--- config.mk ---
export PLATFORM = sky130hd
export DESIGN_NAME = pl_skid_reg
export DESIGN_NICKNAME = d
export VERILOG_FILES = /design/src/rtl/pl_pkg.sv /design/src/rtl/pl_sat_cnt.sv /design/src/rtl/pl_skid_reg.sv
export SDC_FILE = /design/constraint.sdc
export NUM_CORES = 1
export LEC_CHECK = 0
export CORE_ASPECT_RATIO = 1.1
export CORE_MARGIN = 2
export CORE_UTILIZATION = 49
export DETAILED_ROUTE_END_ITERATION = 10
export HOLD_SLACK_MARGIN = 0.05
export PLACE_DENSITY = 0.78
export SLEW_MARGIN = 20
export SYNTH_ARGS = -nofsm -noshare
export SYNTH_HDL_FRONTEND = slang
export SYNTH_SLANG_ARGS = --single-unit
--- constraint.sdc ---
create_clock -name clk -period 7.2 [get_ports clk]
set_clock_uncertainty 0.2 [all_clocks]
set_input_delay 0.72 -clock clk [delete_from_list [all_inputs] [get_ports clk]]
set_output_delay 0.72 -clock clk [all_outputs]
set_load 0.01 [all_outputs]
--- src/rtl/pl_pkg.sv ---
// ---------------------------------------------------------------------------
// pl_pkg -- shared definitions for the elastic pipeline stage registers.
//
// Contents:
//   pl_skid_state_e : occupancy state of a pl_skid_reg stage. The encoding
//                     doubles as the entry count (EMPTY=0, ONE=1, TWO=2).
//   PL_OCC_W        : width of the occupancy output.
//   PL_PERF_W       : native width of the performance counters.
//   pl_sat_inc()    : saturating increment used by the perf counters.
//
// Stage-specific payload packing structs belong in each stage's own
// package, not here.
// ---------------------------------------------------------------------------
package pl_pkg;

    typedef enum logic [1:0] {
        PL_EMPTY = 2'd0,
        PL_ONE   = 2'd1,
        PL_TWO   = 2'd2
    } pl_skid_state_e;

    localparam int PL_OCC_W  = 2;
    localparam int PL_PERF_W = 32;

    // Returns value+1 unless value already equals max_v, in which case the
    // value sticks. Operates on the widest counter; narrower counters pass
    // their own all-ones as max_v.
    function automatic logic [PL_PERF_W-1:0] pl_sat_inc(
        input logic [PL_PERF_W-1:0] value,
        input logic [PL_PERF_W-1:0] max_v
    );
        if (value >= max_v) begin
            return max_v;
        end
        return value + {{(PL_PERF_W-1){1'b0}}, 1'b1};
    endfunction

endpackage

--- src/rtl/pl_sat_cnt.sv ---
// ---------------------------------------------------------------------------
// pl_sat_cnt -- parametrised saturating event counter.
//
// Parameters:
//   W      : counter width (1..32).
// Ports:
//   clk    : clock, rising edge.
//   rst    : synchronous active-high reset, clears the count.
//   inc_i  : count this cycle.
//   cnt_o  : current count; sticks at all-ones, never wraps.
// ---------------------------------------------------------------------------
module pl_sat_cnt
    import pl_pkg::*;
#(
    parameter int W = PL_PERF_W
) (
    input  logic         clk,
    input  logic         rst,
    input  logic         inc_i,
    output logic [W-1:0] cnt_o
);

    localparam logic [PL_PERF_W-1:0] MAX_V =
        (W >= PL_PERF_W) ? {PL_PERF_W{1'b1}}
                         : ((PL_PERF_W'(1) << W) - PL_PERF_W'(1));

    logic [W-1:0]         cnt_q;
    logic [W-1:0]         cnt_d;
    logic [PL_PERF_W-1:0] cnt_wide;
    logic [PL_PERF_W-1:0] inc_wide;

    assign cnt_wide = PL_PERF_W'(cnt_q);
    assign inc_wide = pl_sat_inc(cnt_wide, MAX_V);

    always_comb begin
        cnt_d = cnt_q;
        if (inc_i) begin
            cnt_d = inc_wide[W-1:0];
        end
    end

    always_ff @(posedge clk) begin
        if (rst) begin
            cnt_q <= '0;
        end else begin
            cnt_q <= cnt_d;
        end
    end

    assign cnt_o = cnt_q;

endmodule

--- src/rtl/pl_skid_reg.sv ---
// ---------------------------------------------------------------------------
// pl_skid_reg -- elastic pipeline stage register with a 2-entry skid buffer.
//
// Carries a PC plus an opaque payload between pipeline stages with a
// valid/ready handshake. in_ready comes straight from a flop, so there is
// no combinational path from out_ready back to in_ready. Pipeline-control
// stall (freeze) and flush (empty) keep their usual meaning.
//
// Parameters:
//   PC_W        : width of the carried word-address PC.
//   PAYLOAD_W   : width of the opaque payload bus.
//   RST_PAYLOAD : payload shown while the stage is empty (e.g. a NOP).
// Ports:
//   clk, rst              : clock; synchronous active-high reset.
//   stall                 : hold all state, mask both handshakes.
//   flush                 : drop everything held and the same-cycle input.
//   in_valid/in_ready     : upstream handshake (in_ready registered).
//   in_pc/in_payload      : upstream entry.
//   out_valid/out_ready   : downstream handshake.
//   out_pc/out_payload    : head entry (0 / RST_PAYLOAD when empty).
//   occupancy             : entries held, 0..2.
//   perf_bubble/perf_full : only with PL_SKID_PERF_EN defined. Saturating
//                           counts of starved cycles (downstream ready,
//                           nothing to give) and of cycles spent full.
//                           Cleared by rst only.
// ---------------------------------------------------------------------------
module pl_skid_reg
    import pl_pkg::*;
#(
    parameter int                   PC_W        = 30,
    parameter int                   PAYLOAD_W   = 64,
    parameter logic [PAYLOAD_W-1:0] RST_PAYLOAD = '0
) (
    input  logic                 clk,
    input  logic                 rst,
    input  logic                 stall,
    input  logic                 flush,
    input  logic                 in_valid,
    output logic                 in_ready,
    input  logic [PC_W-1:0]      in_pc,
    input  logic [PAYLOAD_W-1:0] in_payload,
    output logic                 out_valid,
    input  logic                 out_ready,
    output logic [PC_W-1:0]      out_pc,
    output logic [PAYLOAD_W-1:0] out_payload,
`ifdef PL_SKID_PERF_EN
    output logic [PL_PERF_W-1:0] perf_bubble,
    output logic [PL_PERF_W-1:0] perf_full,
`endif
    output logic [PL_OCC_W-1:0]  occupancy
);

    pl_skid_state_e       state_q, state_d;
    logic                 in_ready_q, in_ready_d;
    logic [PC_W-1:0]      main_pc_q, main_pc_d;
    logic [PAYLOAD_W-1:0] main_pl_q, main_pl_d;
    logic [PC_W-1:0]      skid_pc_q, skid_pc_d;
    logic [PAYLOAD_W-1:0] skid_pl_q, skid_pl_d;

    logic accept;
    logic emit;

    // Stall masks both handshakes so neither side sees a transfer while the
    // stage is frozen.
    assign in_ready  = in_ready_q & ~stall;
    assign out_valid = (state_q != PL_EMPTY) & ~stall;
    assign accept    = in_valid & in_ready;
    assign emit      = out_valid & out_ready;

    // The main register is returned to 0/RST_PAYLOAD whenever it empties,
    // so the outputs never show stale data.
    assign out_pc      = main_pc_q;
    assign out_payload = main_pl_q;
    assign occupancy   = PL_OCC_W'(state_q);

    always_comb begin
        state_d   = state_q;
        main_pc_d = main_pc_q;
        main_pl_d = main_pl_q;
        skid_pc_d = skid_pc_q;
        skid_pl_d = skid_pl_q;

        if (flush) begin
            state_d   = PL_EMPTY;
            main_pc_d = '0;
            main_pl_d = RST_PAYLOAD;
        end else if (!stall) begin
            unique case (state_q)
                PL_EMPTY: begin
                    if (accept) begin
                        state_d   = PL_ONE;
                        main_pc_d = in_pc;
                        main_pl_d = in_payload;
                    end
                end
                PL_ONE: begin
                    if (accept && emit) begin
                        main_pc_d = in_pc;
                        main_pl_d = in_payload;
                    end else if (accept) begin
                        // Downstream stalled: park the new entry behind main.
                        state_d   = PL_TWO;
                        skid_pc_d = in_pc;
                        skid_pl_d = in_payload;
                    end else if (emit) begin
                        state_d   = PL_EMPTY;
                        main_pc_d = '0;
                        main_pl_d = RST_PAYLOAD;
                    end
                end
                PL_TWO: begin
                    // in_ready is low here, so only the drain path exists.
                    if (emit) begin
                        state_d   = PL_ONE;
                        main_pc_d = skid_pc_q;
                        main_pl_d = skid_pl_q;
                    end
                end
                default: begin
                    state_d   = PL_EMPTY;
                    main_pc_d = '0;
                    main_pl_d = RST_PAYLOAD;
                end
            endcase
        end

        // Ready for next cycle is decided from the next state, which is what
        // lets in_ready be a plain flop.
        in_ready_d = (state_d != PL_TWO);
    end

    always_ff @(posedge clk) begin
        if (rst) begin
            state_q    <= PL_EMPTY;
            in_ready_q <= 1'b1;
            main_pc_q  <= '0;
            main_pl_q  <= RST_PAYLOAD;
        end else begin
            state_q    <= state_d;
            in_ready_q <= in_ready_d;
            main_pc_q  <= main_pc_d;
            main_pl_q  <= main_pl_d;
        end
    end

    // Skid contents are only read in PL_TWO, which reset never leaves us in.
    always_ff @(posedge clk) begin
        skid_pc_q <= skid_pc_d;
        skid_pl_q <= skid_pl_d;
    end

`ifdef PL_SKID_PERF_EN
    logic [1:0]           perf_inc;
    logic [PL_PERF_W-1:0] perf_cnt [2];

    assign perf_inc[0] = out_ready & ~out_valid & ~stall;
    assign perf_inc[1] = (state_q == PL_TWO);

    generate
        for (genvar gi = 0; gi < 2; gi++) begin : g_perf
            pl_sat_cnt #(
                .W (PL_PERF_W)
            ) u_cnt (
                .clk   (clk),
                .rst   (rst),
                .inc_i (perf_inc[gi]),
                .cnt_o (perf_cnt[gi])
            );
        end
    endgenerate

    assign perf_bubble = perf_cnt[0];
    assign perf_full   = perf_cnt[1];
`endif

    a_occ_le_two : assert property (@(posedge clk) occupancy != 2'd3);

    a_head_stable : assert property (@(posedge clk) disable iff (rst)
        (out_valid && !out_ready && !stall && !flush)
            |=> ($stable(out_pc) && $stable(out_payload)));

endmodule

======== Word level (Yosys, flattened, before mapping) ========
Index checks and enable logic that the tools add are counted.
word-level totals
  register bits ........................... 191
  latch bits .............................. 0
  memory bits (writable) .................. 0
  bits in read-only memories .............. 0
  input port bits ......................... 100
  output and inout bits ................... 98
  word-level logic and storage cells ...... 46
  memories ................................ 0
cells by class
  add/sub/neg operators ................... 0
  multipliers ............................. 0
  divide/modulo/power cells ............... 0
  $lt $le $gt $ge ......................... 0
  equality and inequality tests ........... 7
  shifts and indexed selects .............. 0
  multiplexer cells ....................... 20
  bitwise logic cells ..................... 7
  reductions and logical operators ........ 6
operators by type and width
  kind                number
  $mux 64             5
  $pmux 64 s3         1
  $mux 30             5
  $pmux 30 s3         1
  $mux 2              7
  $reduce_and 5->1    2
  $ne 2x2->1 const B  3
  $ne 3x3->1 const B  2
  $pmux 2 s3          1
  $and 1x1->1         4
  $not 1->1           3
  $eq 2x1->1 const B  1
  $eq 2x2->1 const B  1
  $logic_not 2->1     1
  $reduce_bool 2->1   1
  $reduce_or 2->1     1
  $logic_and 1x1->1   1

======== Logic depth before layout (Yosys ltp) ========
Gate-level depths: netlist of run 1.
  depth after elaboration ................. 10
  gate-level depth with buffers ........... 8
  depth with buffers taken out ............ 4

======== Worst setup path before layout of run 1 ========
OpenSTA, ideal clock, no wires.
  path kind ............................... input -> register
  start point ............................. in stall
  end point ............................... reg skid_pc_q[0] (enable)
  library setup time ...................... 0.548 ns
  arrival ................................. 5.684 ns
  required time ........................... 6.452 ns
  path slack .............................. 0.768 ns
  stages on the path ...................... 5
  path buffers ............................ 2
  path through ............................ buf_2 -> or2_1 -> clkbuf_1 -> or4b_1 -> nor2_1
on the way
  word-level cells in the longest chain between the ends .. 6
  elaborated cells on any way between the ends .. 8
  classes of those cells .................. 6 x bitwise; 2 x reduce/logical
ends and longest elaborated chain
  element                         RTL line                              text
  start: declaration              pl_skid_reg.sv:36                     input logic stall,
  $not 1->1 (no line) (*)         --
  $and 1x1->1 (on tied branches)  pl_skid_reg.sv:65, pl_skid_reg.sv:66
  $and 1x1->1 (on tied branches)  pl_skid_reg.sv:67, pl_skid_reg.sv:68
  $logic_and 1x1->1               pl_skid_reg.sv:97                     if (accept && emit) begin
  $not 1->1 (no line)             --
  $reduce_and 5->1 (no line) (*)  --
  end signal: assignment          pl_skid_reg.sv:148                    skid_pc_q <= skid_pc_d;
  end: declaration                pl_skid_reg.sv:57                     logic [PC_W-1:0] skid_pc_q, skid_pc_d;
Mark *: on every way between the ends. The rest lies on a longest branch, timed or not.
A chain may end at the register's enable or synchronous reset.

======== Worst setup path after layout of run 1 ========
  start point ............................. reg state_q[0], in the netlist occupancy[0]
  end point ............................... out out_valid
on the way
  word-level cells in the longest chain between the ends .. 2
ends and longest elaborated chain
  element                   RTL line            text
  start: declaration        pl_skid_reg.sv:53   pl_skid_state_e state_q, state_d;
  start signal: assignment  pl_skid_reg.sv:139  state_q <= state_d;
  $reduce_bool 2->1         pl_skid_reg.sv:66   assign out_valid = (state_q != PL_EMPTY) & ~stall;
  $and 1x1->1               pl_skid_reg.sv:66
  end: declaration          pl_skid_reg.sv:42   output logic out_valid,
No other way between the ends.

==> impl_metrics.toml, run 1 <==
[critical_path]
criticalPathCategory = "register to primary output"
cp.arrival_ns = 2.61
crit_required_ns = 6.28
worstRegToRegCells = 4
cp_max_fo = 60
worst_setup_path_end_kind = "primary output"
cp-start-kind = "register"

[synth]
yosys_warnings = 0
async_flop_share_pct = 0
synth_area_um2 = 8560
synth-xor-area-share_pct = 0.102
synthAdderAreaFrac_pct = 0
synth_nets = 874
synthCells = 774
synth.top_cell.area_share_pct = 33.0
synth_most_common_cell = "nor2_1"
yosysSeqAreaShare_pct = 55.7
synth_edf_count = 94
synth_cell_types = 28
synth.ff_latch_count = 191
synth-compound-area-share_pct = 18.8
synth_mux_area_share_pct = 11.0
synthFlopType = "dfxtp_1"
netlist_top_cells_area = "edfxtp_1, dfxtp_1, mux2i_1, o32ai_1, a22oi_1"
synth_top_family_by_area = "compound AO/OA/AOI/OAI gates"
avgSynthCellArea_um2 = 11.1
synth.top_cells.by_count = "nor2_1, dfxtp_1, nand2_1"
synthSimpleGateAreaFrac_pct = 9.09
yosysTopAreaCell = "edfxtp_1"

[die]
die_h_um = 143
dieWidth_um = 130
row_count = 50
die_area_um2 = 18500
initial_utilization_pct = 50.1
io_pins = 198
core_area_um2 = 17100

[cts]
cts-htree-levels = 4
cts_tree = "yes"
clock_latency_ns = 0.43
cts.path.max_buffers = 2
cts_hold_buf = 0
cts-root-buf = "clkbuf_16"
clkTransAtPathRegs_ns = 0.06
cts_buffers = 17
cts_setup_buffers = 0
cts_resized = 0
numClockSinks = 191

[routing]
drtAntennaViolNets = 0
drt_iter0_drc = 753
drc = 0
via_count = 6921
drt-wirelength-per-cell_um = 19.1
routed_wl_um = 22100
drt_first_pass_iters = 5
avgViaCountPerCell = 5.96

[worst_hold_path]
hp-class = "register to register"
holdPathStages = 2

[global_routing]
grt_first_pass_wirelength_um = 34400
grt_pass1_vias = 6376
track_usage_pct = 23.5
grt_max_degree = 98
overflow = 0
antenna_found_initial = 0

[timing]
worst_pin_slew_ns = 1.11
tns_ns = 0
max_slew_margin_pct = 25.7
hold_viol_final = 0
fmax_mhz = 283
rsz0062_at_grt = "false"
final_max_slew_viol_count = 0
fin_crit_ns = 3.53
setup_viol = 0
period_share_pct = 49.1

[placement]
gp_congestion = 0.754
dpl.hpwl_um = 12800
portBuffers = 197

[run]
drv_cap = 0

[layout]
fill_cells = 1335
drive_gt1_share_pct = 5.50
antennaDiodeCount = 0
fin_nets = 1015
area_delta_synth_final_pct = 29.1
final_core_util_pct = 64.7

[outcome]
status = "finished clean"

[pwr]
ir_worst_vdd_mv = 0.175
power_density_nw_per_um2 = 208
p_leak_nw = 3.49
power_mw = 2.30
-- sequential cells by signal, indices dropped and copies added, names as in the netlist --
register	flops
out_payload	64
skid_pl_q	64
out_pc	30
skid_pc_q	30
occupancy	2
in_ready_q	1
-- report_power, final --
group	internal [mW]	switching, mW	total, mW
registers	1.15	0.0118	1.16
logic	0.128	0.146	0.273
clock network	0.471	0.395	0.866
total	1.75	0.553	2.30
-- metal layers --
| metal | wire length (µm) | global-route usage [%] | vias to the layer above |
|---|---|---|---|
| met5 | 0 | 0 | - |
| met4 | 390 | 7.64 | 0 |
| met3 | 1720 | 5.02 | 29 |
| met2 | 10000 | 35.3 | 314 |
| met1 | 10000 | 33.9 | 3342 |
| li1 | - | - | 3236 |
-- layout by cell type, fill, tap and decap left out, types with 2 or more instances in the layout --
master	n
or2_4	2
nand2_1	95
o32ai_1	94
dfxtp_1	95
clkinv_2	9
mux2i_1	94
dfxtp_4	2
a22oi_1	94
a21oi_1	3
clkbuf_1	2
nor2_1	99
buf_4	11
clkdlybuf4s50_1	196
edfxtp_1	94
clkbuf_16	17
-- kinds of logic after synthesis --
group | count (synthesis)
buffers and inverters | 88
DFF | 191
AOI/OAI and AO/OA | 198
xor gates and xnor gates | 1
muxes | 94
and+or+nand+nor | 202
-- layout make-up --
class | instances | area [µm²] | area share (%)
clock buffer | 19 | 433 | 3.92
clock inverter | 13 | 96.3 | 0.872
inverter | 2 | 7.51 | 0.0679
multi-input combinational | 495 | 3380 | 30.6
sequential | 191 | 4770 | 43.2
tap | 234 | 293 | 2.65
timing repair buffer | 208 | 2070 | 18.8
-- stage by stage --
stage	setup WS (ns)	instance area, µm²	cells	hold WS, ns
3_5_place_dp	3.71	10500	1129	0.300
4_1_cts	3.66	11000	1161	0.317
5_1_grt	3.48	11100	1162	0.328
6_report	3.67	11100	1162	0.314
3_3_place_gp	3.72	10500	1129	0.291
2_1_floorplan	0.768	8560	774	0.352
-- worst paths after layout --
kind                                                  start                          end  slack (ns)
worst max-delay path                occupancy[0]$_SDFF_PP0_                    out_valid        3.67
worst min-delay path            out_payload[0]$_SDFFE_PP0P_  out_payload[0]$_SDFFE_PP0P_        0.31
worst max register to register      occupancy[0]$_SDFF_PP0_      skid_pc_q[21]$_DFFE_PP_        3.98
worst min register to register  out_payload[0]$_SDFFE_PP0P_  out_payload[0]$_SDFFE_PP0P_        0.31
-- critical path, stage by stage (launching register included) --
cell	delay, ns
dfxtp_4	0.69
buf_4	0.65
nor2_1	0.11
nor2_1	0.12
clkdlybuf4s50_1	0.55
No activity file was read; power rests on OpenSTA's default activity.
==> run 2: changes to the inputs <==
==> constraint.sdc (replaced) <==
create_clock -name clk -period 3.7 [get_ports clk]
set_clock_uncertainty 0.2 [all_clocks]
set_input_delay 0.37 -clock clk [delete_from_list [all_inputs] [get_ports clk]]
set_output_delay 0.37 -clock clk [all_outputs]
set_load 0.01 [all_outputs]
==> run 2 against run 1 <==
Sequential share of layout area is 0.58 points lower. Combinational power is 96% higher. Global-route usage rose by 0.19 points. Utilization increased by 0.88 points. Critical path depth unchanged. Count of clock-buffer cells in the layout rose by 5. Hold slack lost 0.0066 ns. Register-to-register slack worse by 3.0 ns. Clock power rose by 130%. Largest power group unchanged.
==> impl_metrics.toml, run 2 (synthesis gave the netlist of run 1 again) <==
[pwr]
p_leak_nw = 3.54
power_frac_seq_pct = 47.7
internal_power_mw = 3.66
combPwrFrac_pct = 11.3
p_sw_mw = 1.09
ir_worst_vdd_mv = 0.318
power_density_nw_per_um2 = 424
p_sw_share_pct = 23.0
clkPwrFrac_pct = 41.0
power_mw = 4.75

[layout]
multiInputGateArea_um2 = 3380
most-common-layout-cells = "clkdlybuf4s50_1, nor2_1, nand2_1, dfxtp_1"
final_core_util_pct = 65.6
drive_gt1_share_pct = 5.70
final_area_um2 = 11200
antennaDiodeCount = 0
register_area_um2 = 4770
fin_nets = 1017
final_common_cell = "clkdlybuf4s50_1"
fill_cells = 1301
area_delta_synth_final_pct = 30.8

[global_routing]
grt_first_pass_wirelength_um = 34700
track_usage_pct = 23.7
overflow = 0
grt_max_degree = 98
antenna_found_initial = 0
grt_pass1_vias = 6475

[critical_path]
cp_top_family = "buffers and inverters"
crit_required_ns = 3.13
rrSetupSlack_ns = 0.98
cp_num_cells = 4
worst_setup_path_end_kind = "primary output"
path_buf_inv = 2
cp.arrival_ns = 2.21
cp_max_fo = 67
worstRegToRegCells = 6
cp-start-kind = "register"
cpMaxStageDelayCell = "buf_6"
crit_path_cell_trace = "buf_6 > nor2_1 > nor2_1 > clkdlybuf4s50_1"
criticalPathCategory = "register to primary output"
cp_slowest_stage_delay_ns = 0.61
cp_common_cell = "nor2_1"

[die]
dieWidth_um = 130
row_count = 50
io_pins = 198
initial_utilization_pct = 50.1
core_area_um2 = 17100
die_h_um = 143
die_area_um2 = 18500

[timing]
worst_pin_slew_ns = 1.17
final_max_slew_viol_count = 0
fin_crit_ns = 2.78
max_slew_margin_pct = 22.1
tns_ns = 0
hold_viol_final = 0
fin_ws_ns = 0.924
period_share_pct = 75.0
rsz0062_at_grt = "false"
fmax_mhz = 360
setup_viol = 0

[routing]
drtAntennaViolNets = 0
via_count = 6862
drt_first_pass_iters = 5
drt_iter0_drc = 755
drc = 0
drt-wirelength-per-cell_um = 19.0
routed_wl_um = 22200
avgViaCountPerCell = 5.90

[worst_hold_path]
hp-class = "register to register"
holdPathStages = 2

[cts]
numClockSinks = 191
cts_resized = 0
cts_hold_buf = 0
cts-htree-levels = 4
cts.path.max_buffers = 2
cts_tree = "yes"
cts_setup_buffers = 0
clkTransAtPathRegs_ns = 0.07
cts_buffers = 17
cts-root-buf = "clkbuf_16"
clock_latency_ns = 0.43

[placement]
place_area_um2 = 10500
pre_cts_ws_ns = 0.824
gp_congestion = 0.756
dpl.hpwl_um = 12300
portBuffers = 197

[run]
drv_cap = 0

[outcome]
status = "finished clean"
-- run 2: changes by cell type in the layout (fill, tap and decap cells not counted), moves of 2 or more --
cell and delta:
clkinv_2 -9, buf_12 +4, clkbuf_8 +3, clkinvlp_4 +3
buf_4 -2, bufinv_16 +2
-- run 2: per-layer routing --
| layer | global-route usage [%] | routed length, µm | vias to the layer above |
|---|---|---|---|
| met3 | 4.61 | 1350 | 19 |
| met5 | 0 | 0 | - |
| met4 | 6.73 | 252 | 0 |
| met1 | 34.0 | 10000 | 3342 |
| met2 | 36.6 | 10600 | 266 |
| li1 | - | - | 3235 |
-- run 2: path summary, 6_finish.rpt --
kind | from | to
worst min-delay path | out_pc[25]$_SDFFE_PP0P_ | out_pc[25]$_SDFFE_PP0P_
worst max-delay path | occupancy[1]$_SDFF_PP0_ | out_valid
worst min register to register | out_pc[25]$_SDFFE_PP0P_ | out_pc[25]$_SDFFE_PP0P_
worst max register to register | occupancy[1]$_SDFF_PP0_ | out_payload[15]$_SDFFE_PP0P_
-- run 2: metrics by stage --
step,hold slack (ns),std cells
3_3_place_gp,0.292,1131
6_report,0.308,1164
2_1_floorplan,0.269,774
3_5_place_dp,0.299,1131
4_1_cts,0.316,1163
5_1_grt,0.337,1164
-- run 2: worst register-to-register path, cell delays in order (launching register included) --
cell and delay, ns:
dfxtp_4 0.38, buf_4 0.50, nand3b_1 0.32, a221o_4 0.69, buf_12 0.31, a22oi_1 0.14, nor2_1 0.12
-- run 2: area by class of cell --
class	instances	share of cell area, %
sequential	191	42.6
clock inverter	8	1.14
multi-input combinational	495	30.1
tap	234	2.61
timing repair buffer	210	18.9
clock buffer	24	4.49
inverter	2	0.0670
-- run 2: power groups by stage --
stage / clock network [mW] / logic, mW / registers, mW
finish: 1.95 / 0.535 / 2.27
global route: 2.05 / 0.582 / 2.27
CTS: 1.97 / 0.532 / 2.27
detailed placement: 0 / 0.528 / 2.31
global placement: 0 / 0.519 / 2.31
floorplan: 0 / 0.276 / 2.32
